<file path="src/rtl/alu_pkg.sv">
// Shared definitions for the ALU result stage: op codes, default width,
// packed status flag record and buffer occupancy states.
// Optional feature: define ALU_PARITY_EN to add a parity flag to every entry.
package alu_pkg;

   localparam int unsigned WIDTH_DEF = 4;

   localparam logic [2:0] OP_AND = 3'd0;
   localparam logic [2:0] OP_OR  = 3'd1;
   localparam logic [2:0] OP_XOR = 3'd2;
   localparam logic [2:0] OP_ADD = 3'd3;
   localparam logic [2:0] OP_SUB = 3'd4;

   typedef struct packed {
      logic z;
      logic c;
      logic n;
      logic err;
`ifdef ALU_PARITY_EN
      logic p;
`endif
   } flags_t;

   typedef enum logic [1:0] {
      ST_EMPTY = 2'd0,
      ST_ONE   = 2'd1,
      ST_TWO   = 2'd2
   } occ_e;

   // True for the op codes that have a defined function unit behind them.
   function automatic logic op_is_defined(input logic [2:0] op);
      return (op <= OP_SUB);
   endfunction

endpackage

</file>
<file path="src/rtl/alu_result_stage_if.sv">
// Handshake and data bundle around the ALU result stage.
// slave: the stage itself. master: upstream units plus downstream consumer.
// Optional feature: ALU_PARITY_EN adds flag_p.
interface alu_result_stage_if #(
   parameter int unsigned WIDTH = alu_pkg::WIDTH_DEF
);
   logic             in_valid;
   logic             in_ready;
   logic [2:0]       op;
   logic [WIDTH-1:0] and_res;
   logic [WIDTH-1:0] or_res;
   logic [WIDTH-1:0] xor_res;
   logic [WIDTH-1:0] sum_res;
   logic             cout;
   logic             out_valid;
   logic             out_ready;
   logic [WIDTH-1:0] result;
   logic             flag_z;
   logic             flag_c;
   logic             flag_n;
   logic             flag_err;
`ifdef ALU_PARITY_EN
   logic             flag_p;
`endif

   modport slave (
      input  in_valid, op, and_res, or_res, xor_res, sum_res, cout, out_ready,
      output in_ready, out_valid, result, flag_z, flag_c, flag_n, flag_err
`ifdef ALU_PARITY_EN
      , output flag_p
`endif
   );

   modport master (
      output in_valid, op, and_res, or_res, xor_res, sum_res, cout, out_ready,
      input  in_ready, out_valid, result, flag_z, flag_c, flag_n, flag_err
`ifdef ALU_PARITY_EN
      , input flag_p
`endif
   );

endinterface

</file>
<file path="src/rtl/alu_result_fmt.sv">
// Combinational result select and flag generation for one ALU operation.
// Optional feature: ALU_PARITY_EN also produces the parity flag.
module alu_result_fmt
   import alu_pkg::*;
#(
   parameter int unsigned WIDTH = WIDTH_DEF
) (
   input  logic [2:0]       op,
   input  logic [WIDTH-1:0] and_res,
   input  logic [WIDTH-1:0] or_res,
   input  logic [WIDTH-1:0] xor_res,
   input  logic [WIDTH-1:0] sum_res,
   input  logic             cout,
   output logic [WIDTH-1:0] result,
   output flags_t           flags
);

   // Pick the unit output for op, then derive all flags from that value.
   always_comb begin
      result = '0;
      flags  = '0;
      case (op)
         OP_AND: result = and_res;
         OP_OR:  result = or_res;
         OP_XOR: result = xor_res;
         OP_ADD: begin
            result  = sum_res;
            flags.c = cout;
         end
         OP_SUB: begin
            // Upstream computes a + ~b + 1, so a missing carry means a borrow.
            result  = sum_res;
            flags.c = ~cout;
         end
         default: result = '0;
      endcase
      flags.err = ~op_is_defined(op);
      flags.z   = (result == '0);
      flags.n   = result[WIDTH-1];
`ifdef ALU_PARITY_EN
      flags.p   = ^result;
`endif
   end

endmodule

</file>
<file path="src/rtl/alu_result_stage.sv">
// Registered output stage of the 4-bit ALU: selects the result, stores it
// with its flags in a main register plus one skid register, and hands it
// downstream over valid/ready. in_ready is registered and independent of
// out_ready.
// Optional feature: ALU_PARITY_EN adds the stored parity flag flag_p.
module alu_result_stage
   import alu_pkg::*;
#(
   parameter int unsigned WIDTH = WIDTH_DEF
) (
   input logic               clk,
   input logic               rst_n,
   alu_result_stage_if.slave bus
);

   logic [WIDTH-1:0] new_res;
   flags_t           new_flags;

   logic [WIDTH-1:0] main_res;
   flags_t           main_flags;
   logic [WIDTH-1:0] skid_res;
   flags_t           skid_flags;

   occ_e             state;
   logic             in_ready_r;
   logic             out_valid_r;
   logic             acc;
   logic             pop;

   alu_result_fmt #(
      .WIDTH (WIDTH)
   ) u_fmt (
      .op      (bus.op),
      .and_res (bus.and_res),
      .or_res  (bus.or_res),
      .xor_res (bus.xor_res),
      .sum_res (bus.sum_res),
      .cout    (bus.cout),
      .result  (new_res),
      .flags   (new_flags)
   );

   // Handshake events for this cycle.
   always_comb begin
      acc = bus.in_valid && in_ready_r;
      pop = out_valid_r && bus.out_ready;
   end

   // Occupancy FSM with registered in_ready/out_valid. The head of the
   // queue always lives in main; skid only holds the second entry.
   always_ff @(posedge clk or negedge rst_n) begin
      if (!rst_n) begin
         state       <= ST_EMPTY;
         in_ready_r  <= 1'b1;
         out_valid_r <= 1'b0;
         main_res    <= '0;
         main_flags  <= '0;
         skid_res    <= '0;
         skid_flags  <= '0;
      end else begin
         case (state)
            ST_EMPTY: begin
               if (acc) begin
                  main_res    <= new_res;
                  main_flags  <= new_flags;
                  state       <= ST_ONE;
                  out_valid_r <= 1'b1;
               end
            end
            ST_ONE: begin
               if (acc && !pop) begin
                  skid_res   <= new_res;
                  skid_flags <= new_flags;
                  state      <= ST_TWO;
                  in_ready_r <= 1'b0;
               end else if (acc && pop) begin
                  main_res   <= new_res;
                  main_flags <= new_flags;
               end else if (pop) begin
                  state       <= ST_EMPTY;
                  out_valid_r <= 1'b0;
               end
            end
            ST_TWO: begin
               if (pop) begin
                  main_res   <= skid_res;
                  main_flags <= skid_flags;
                  state      <= ST_ONE;
                  in_ready_r <= 1'b1;
               end
            end
            default: begin
               state       <= ST_EMPTY;
               in_ready_r  <= 1'b1;
               out_valid_r <= 1'b0;
            end
         endcase
      end
   end

   assign bus.in_ready  = in_ready_r;
   assign bus.out_valid = out_valid_r;
   assign bus.result    = main_res;
   assign bus.flag_z    = main_flags.z;
   assign bus.flag_c    = main_flags.c;
   assign bus.flag_n    = main_flags.n;
   assign bus.flag_err  = main_flags.err;
`ifdef ALU_PARITY_EN
   assign bus.flag_p    = main_flags.p;
`endif

endmodule
</file>
<file path="src/flat_wrapper.sv">
// flat-port wrapper written by rule: the top's interface ports become plain ports
module alu_result_stage_flat import alu_pkg::*;
#(
   parameter int unsigned WIDTH = WIDTH_DEF
)
  (clk, rst_n, bus_in_valid, bus_op, bus_and_res, bus_or_res, bus_xor_res, bus_sum_res, bus_cout, bus_out_ready, bus_in_ready, bus_out_valid, bus_result, bus_flag_z, bus_flag_c, bus_flag_n, bus_flag_err);
  alu_result_stage_if #(.WIDTH(WIDTH)) bus_i ();
  input logic clk;
  input logic rst_n;
  input wire logic [$bits(bus_i.in_valid)-1:0] bus_in_valid;
  input wire logic [$bits(bus_i.op)-1:0] bus_op;
  input wire logic [$bits(bus_i.and_res)-1:0] bus_and_res;
  input wire logic [$bits(bus_i.or_res)-1:0] bus_or_res;
  input wire logic [$bits(bus_i.xor_res)-1:0] bus_xor_res;
  input wire logic [$bits(bus_i.sum_res)-1:0] bus_sum_res;
  input wire logic [$bits(bus_i.cout)-1:0] bus_cout;
  input wire logic [$bits(bus_i.out_ready)-1:0] bus_out_ready;
  output wire logic [$bits(bus_i.in_ready)-1:0] bus_in_ready;
  output wire logic [$bits(bus_i.out_valid)-1:0] bus_out_valid;
  output wire logic [$bits(bus_i.result)-1:0] bus_result;
  output wire logic [$bits(bus_i.flag_z)-1:0] bus_flag_z;
  output wire logic [$bits(bus_i.flag_c)-1:0] bus_flag_c;
  output wire logic [$bits(bus_i.flag_n)-1:0] bus_flag_n;
  output wire logic [$bits(bus_i.flag_err)-1:0] bus_flag_err;
  assign bus_i.in_valid = bus_in_valid;
  assign bus_i.op = bus_op;
  assign bus_i.and_res = bus_and_res;
  assign bus_i.or_res = bus_or_res;
  assign bus_i.xor_res = bus_xor_res;
  assign bus_i.sum_res = bus_sum_res;
  assign bus_i.cout = bus_cout;
  assign bus_i.out_ready = bus_out_ready;
  assign bus_in_ready = bus_i.in_ready;
  assign bus_out_valid = bus_i.out_valid;
  assign bus_result = bus_i.result;
  assign bus_flag_z = bus_i.flag_z;
  assign bus_flag_c = bus_i.flag_c;
  assign bus_flag_n = bus_i.flag_n;
  assign bus_flag_err = bus_i.flag_err;
  alu_result_stage #(.WIDTH(WIDTH)) u_core (.clk(clk), .rst_n(rst_n), .bus(bus_i));
endmodule
</file>
<file path="config.mk">
export PLATFORM = sky130hd
export DESIGN_NAME = alu_result_stage_flat
export DESIGN_NICKNAME = d
export VERILOG_FILES = /design/src/rtl/alu_pkg.sv /design/src/rtl/alu_result_stage_if.sv /design/src/rtl/alu_result_fmt.sv /design/src/rtl/alu_result_stage.sv /design/src/flat_wrapper.sv
export SDC_FILE = /design/constraint.sdc
export NUM_CORES = 1
export LEC_CHECK = 0
export BUFFER_PORTS_ARGS = -buffer_cell sky130_fd_sc_hd__buf_2
export CAP_MARGIN = 20
export CORE_AREA = 2 2 56 58
export DETAILED_ROUTE_END_ITERATION = 10
export DIE_AREA = 0 0 58 60
export PLACE_DENSITY_LB_ADDON = 0.2
export SYNTH_ARGS = -nofsm -noshare
export SYNTH_HDL_FRONTEND = slang
export SYNTH_SLANG_ARGS = --single-unit
</file>
<file path="constraint.sdc">
create_clock -name clk -period 2.3 [get_ports clk]
set_input_delay 0.345 -clock clk [delete_from_list [all_inputs] [get_ports clk]]
set_output_delay 0.345 -clock clk [all_outputs]
set_load 0.02 [all_outputs]
</file>
==> metrics.md <==
| Metric | Value |
|---|---|
| Status | `completed` |
| Seq cells post-synth | `18` |
| Critical path data arrival time | `between 1.5 and 2 ns` |
| Site Rows | `20` |
| Vias in the first global route | `904` |
| Avg Cell Area, Syn | `slightly below 10 um2` |
| R2r endpoint | `u_core.bus.flag_c` |
| DRT iter0 DRCs | `47` |
| Die area | `~0.0035 mm2` |
| Clock slew at reported path FFs | `between 0.1 and 0.15 ns` |
| Clock power frac | `about 33%` |
| Grt total ovfl | `0` |
| Latest clock arrival within the worst-skew pair | `about 0.29 ns` |
| CP Data Required Time | `approximately 2.5 ns` |
| Setup crit end | `u_core.bus.flag_c` |
| Postcts setup bufs | `0` |
| Endpoints failing setup | `0` |
| Cell internal pwr | `446 uW` |
| R2R depth | `3` |
| Synth area leader | `dfrtp_1` |
| Largest net degree at the start of global routing | `19` |
| Ys Warns | `0` |
| Cell Pwr Density | `approximately 450 mW/mm2` |
| Maximum root-to-sink buffer count | `2` |
| Clock skew | `~0.0085 ns` |
| Vias | `around 960` |
| Antenna violations before repair | `0` |
| Syn Inst Count | `113` |
| Period Utilization, post-route | `a little over two thirds` |
| Synth cell types | `34` |
| CTS tree | `built` |
| CTS-repair resized insts | `0` |
| Flop pwr share | `54.1%` |
| Critical Path Fanout Max | `8` |
| Sw Pwr | `about 140 uW` |
| Critical Path End Type | `flop` |
| Worst ir drop on vdd | `193 uV` |
| H-tree depth | `1` |
| Worst hold path type | `in2reg` |
| Slew Limit Fails | `0` |
| Chip Height | `approximately 60 um` |
| DRC Markers | `0` |
| N_diodes | `0` |
| Num ports | `34` |
| R2R Path Start | `u_core.state[0]` |
| IO Port Bufs | `33` |
| Synth-to-Final Area Change | `19.5%` |
| Mapped cell area | `0.00109 mm2` |
| Setup slack, reg-to-reg | `a little over 0.7 ns` |
| Leakage | `between 0.6 and 0.7 nW` |
| Area contributors post-synth | `dfrtp_1 39%, mux2i_1 5.5%, o21ai_0 5.5%, o21a_1 5.5%, mux2_2 4.1%` |
| Post-synth top area share | `39.0%` |
| Net Sw Frac | `23.7%` |
| Drt total wl | `roughly 2400 um` |
| Share of cells above drive strength 1 | `between 30% and 40%` |
| First-pass GRT wire length | `~3900 um` |
| Detail Placement HPWL | `1840 um` |
| Total CTS buffers | `3` |
| Register area share after synthesis | `41.4%` |
| Fin. Hold Viols | `0` |
| Tot GR Track Use | `~15%` |
| Root Driver | `clkbuf_4` |
| Relative slew slack | `a little under three quarters` |
| Worst-margin pin slew | `around 0.44 ns` |
| Final RePlAce weighted congestion | `between 0.7 and 0.8` |
| Worst setup startpoint | `u_core.state[0]` |
| Final TNS setup | `0 ns` |
| DR WL/cell | `roughly 13 um` |
| Max cap viols | `0` |
| RSZ-0062 raised after global routing | `no` |
| Critical path type | `reg2reg` |
| Initial Utilization | `roughly 38%` |
| Die W | `58 um` |
| Vias/cell | `approximately 5.4` |
| Most frequent cells in the layout | `33 x buf_2, 17 x dfrtp_1, 12 x o21ai_0` |
| Number of routed nets with antenna violations | `0` |
| Core ar. | `slightly below 0.003 mm2` |
| Max frequency | `~630 MHz` |
| CTS Sinks | `18` |
| Syn Nets | `roughly 140` |
| Final nets | `approximately 170` |
| First-pass DRT Iterations | `4` |
| Comb power frac | `about an eighth` |
| Final Power | `~580 uW` |
| CTS Hold Buffers Added | `1` |
| Worst Setup Start Kind | `flop` |
| Commonest non-fill, non-tap cell in the layout | `buf_2` |
| Tmin final | `about 1.6 ns` |
==> cells by family (layout without fill, tap and decap cells) <==
kind of cell           after synthesis  after routing  share of synthesized area (%)
AO/OA/AOI/OAI                       41             41                           25.5
buffers and inverters                8             39                           4.01
flip-flops                          18             18                           41.4
multiplexers                        11             11                           10.7
AND/OR/NAND/NOR                     35             35                           18.5
==> Yosys cell counts, drive strengths merged <==
cell type and n:
mux2i 6, o21a 8, nand2 10, o31ai 3, nand2b 2, o22ai 2
nor4 1, and2b 1, clkbuf 1, nor2 8, mux2 5, dfstp 1
inv 1, nor3b 1, a22o 3, a21boi 1, a21oi 6, nor2b 1
nand3b 5, dfrtp 17, nand4b 1, o21ai 12, and3b 2, and2 2
buf 6, o211ai 3, a31oi 3, nor4b 1
==> metal layers <==
metal	routed length, um	part of all wire (%)	GRT usage (%)
met5	0	0	0
met4	27	1.1	6.98
met3	129	5.5	2.38
met2	1120	47	25.8
met1	1090	46	18.3
==> worst min-delay path by stage <==
stage,cells past startpoint,end,startpoint,slack (ns)
floorplan,0,u_core.bus.flag_c,rst_n,0.05
global placement,1,u_core.state[0],rst_n,0.30
detailed placement,1,u_core.state[0],rst_n,0.30
CTS,3,u_core.bus.in_ready,bus_out_ready,0.35
global route,4,u_core.bus.in_ready,bus_in_valid,0.36
finish,3,u_core.bus.in_ready,bus_out_ready,0.37
==> critical path, cell delays in order, from the launching register on <==
cell and delay, ns:
dfrtp_1 0.45, a21boi_2 0.22, o31ai_4 0.44, mux2_1 0.36
==> area by class of cell <==
| class | count | area (um2) |
|---|---|---|
| Fill cell | 307 | 1600 |
| Multi-Input combinational cell | 87 | 596 |
| Sequential cell | 18 | 452 |
| Timing Repair Buffer | 34 | 175 |
| Tap cell | 33 | 41.3 |
| Clock buffer | 4 | 36.3 |
| Inverter | 1 | 3.75 |
==> registers in the layout, indices dropped and copies added, names as in the netlist <==
name	cells
u_core.skid_res	4
u_core.bus.flag_n	1
u_core.bus.flag_z	1
u_core.bus.out_valid	1
u_core.bus.result	3
u_core.bus.in_ready	1
u_core.state	2
u_core.bus.flag_c	1
u_core.bus.flag_err	1
u_core.skid_flags	3
==> power by group through the flow <==
stage	Combinational (mW)	Sequential [mW]	Clock (mW)
2_1_floorplan	0.0381	0.323	0
3_3_place_gp	0.0712	0.322	0
3_5_place_dp	0.0735	0.322	0
4_1_cts	0.0751	0.316	0.200
5_1_grt	0.0838	0.317	0.219
6_report	0.0742	0.316	0.194
==> per-stage QoR <==
step           utilization, %  hold slack (ns)  instances  area (um2)  setup WS [ns]
2_1_floorplan               -           0.0494        113        1090          0.759
3_5_place_dp             43.3            0.304        172        1260          0.722
4_1_cts                  44.9            0.350        177        1300          0.703
5_1_grt                  44.9            0.358        177        1300          0.625
3_3_place_gp             43.3            0.296        172        1260          0.763
6_report                 44.9            0.365        177        1300          0.704
(Power assumes the default switching activity.)
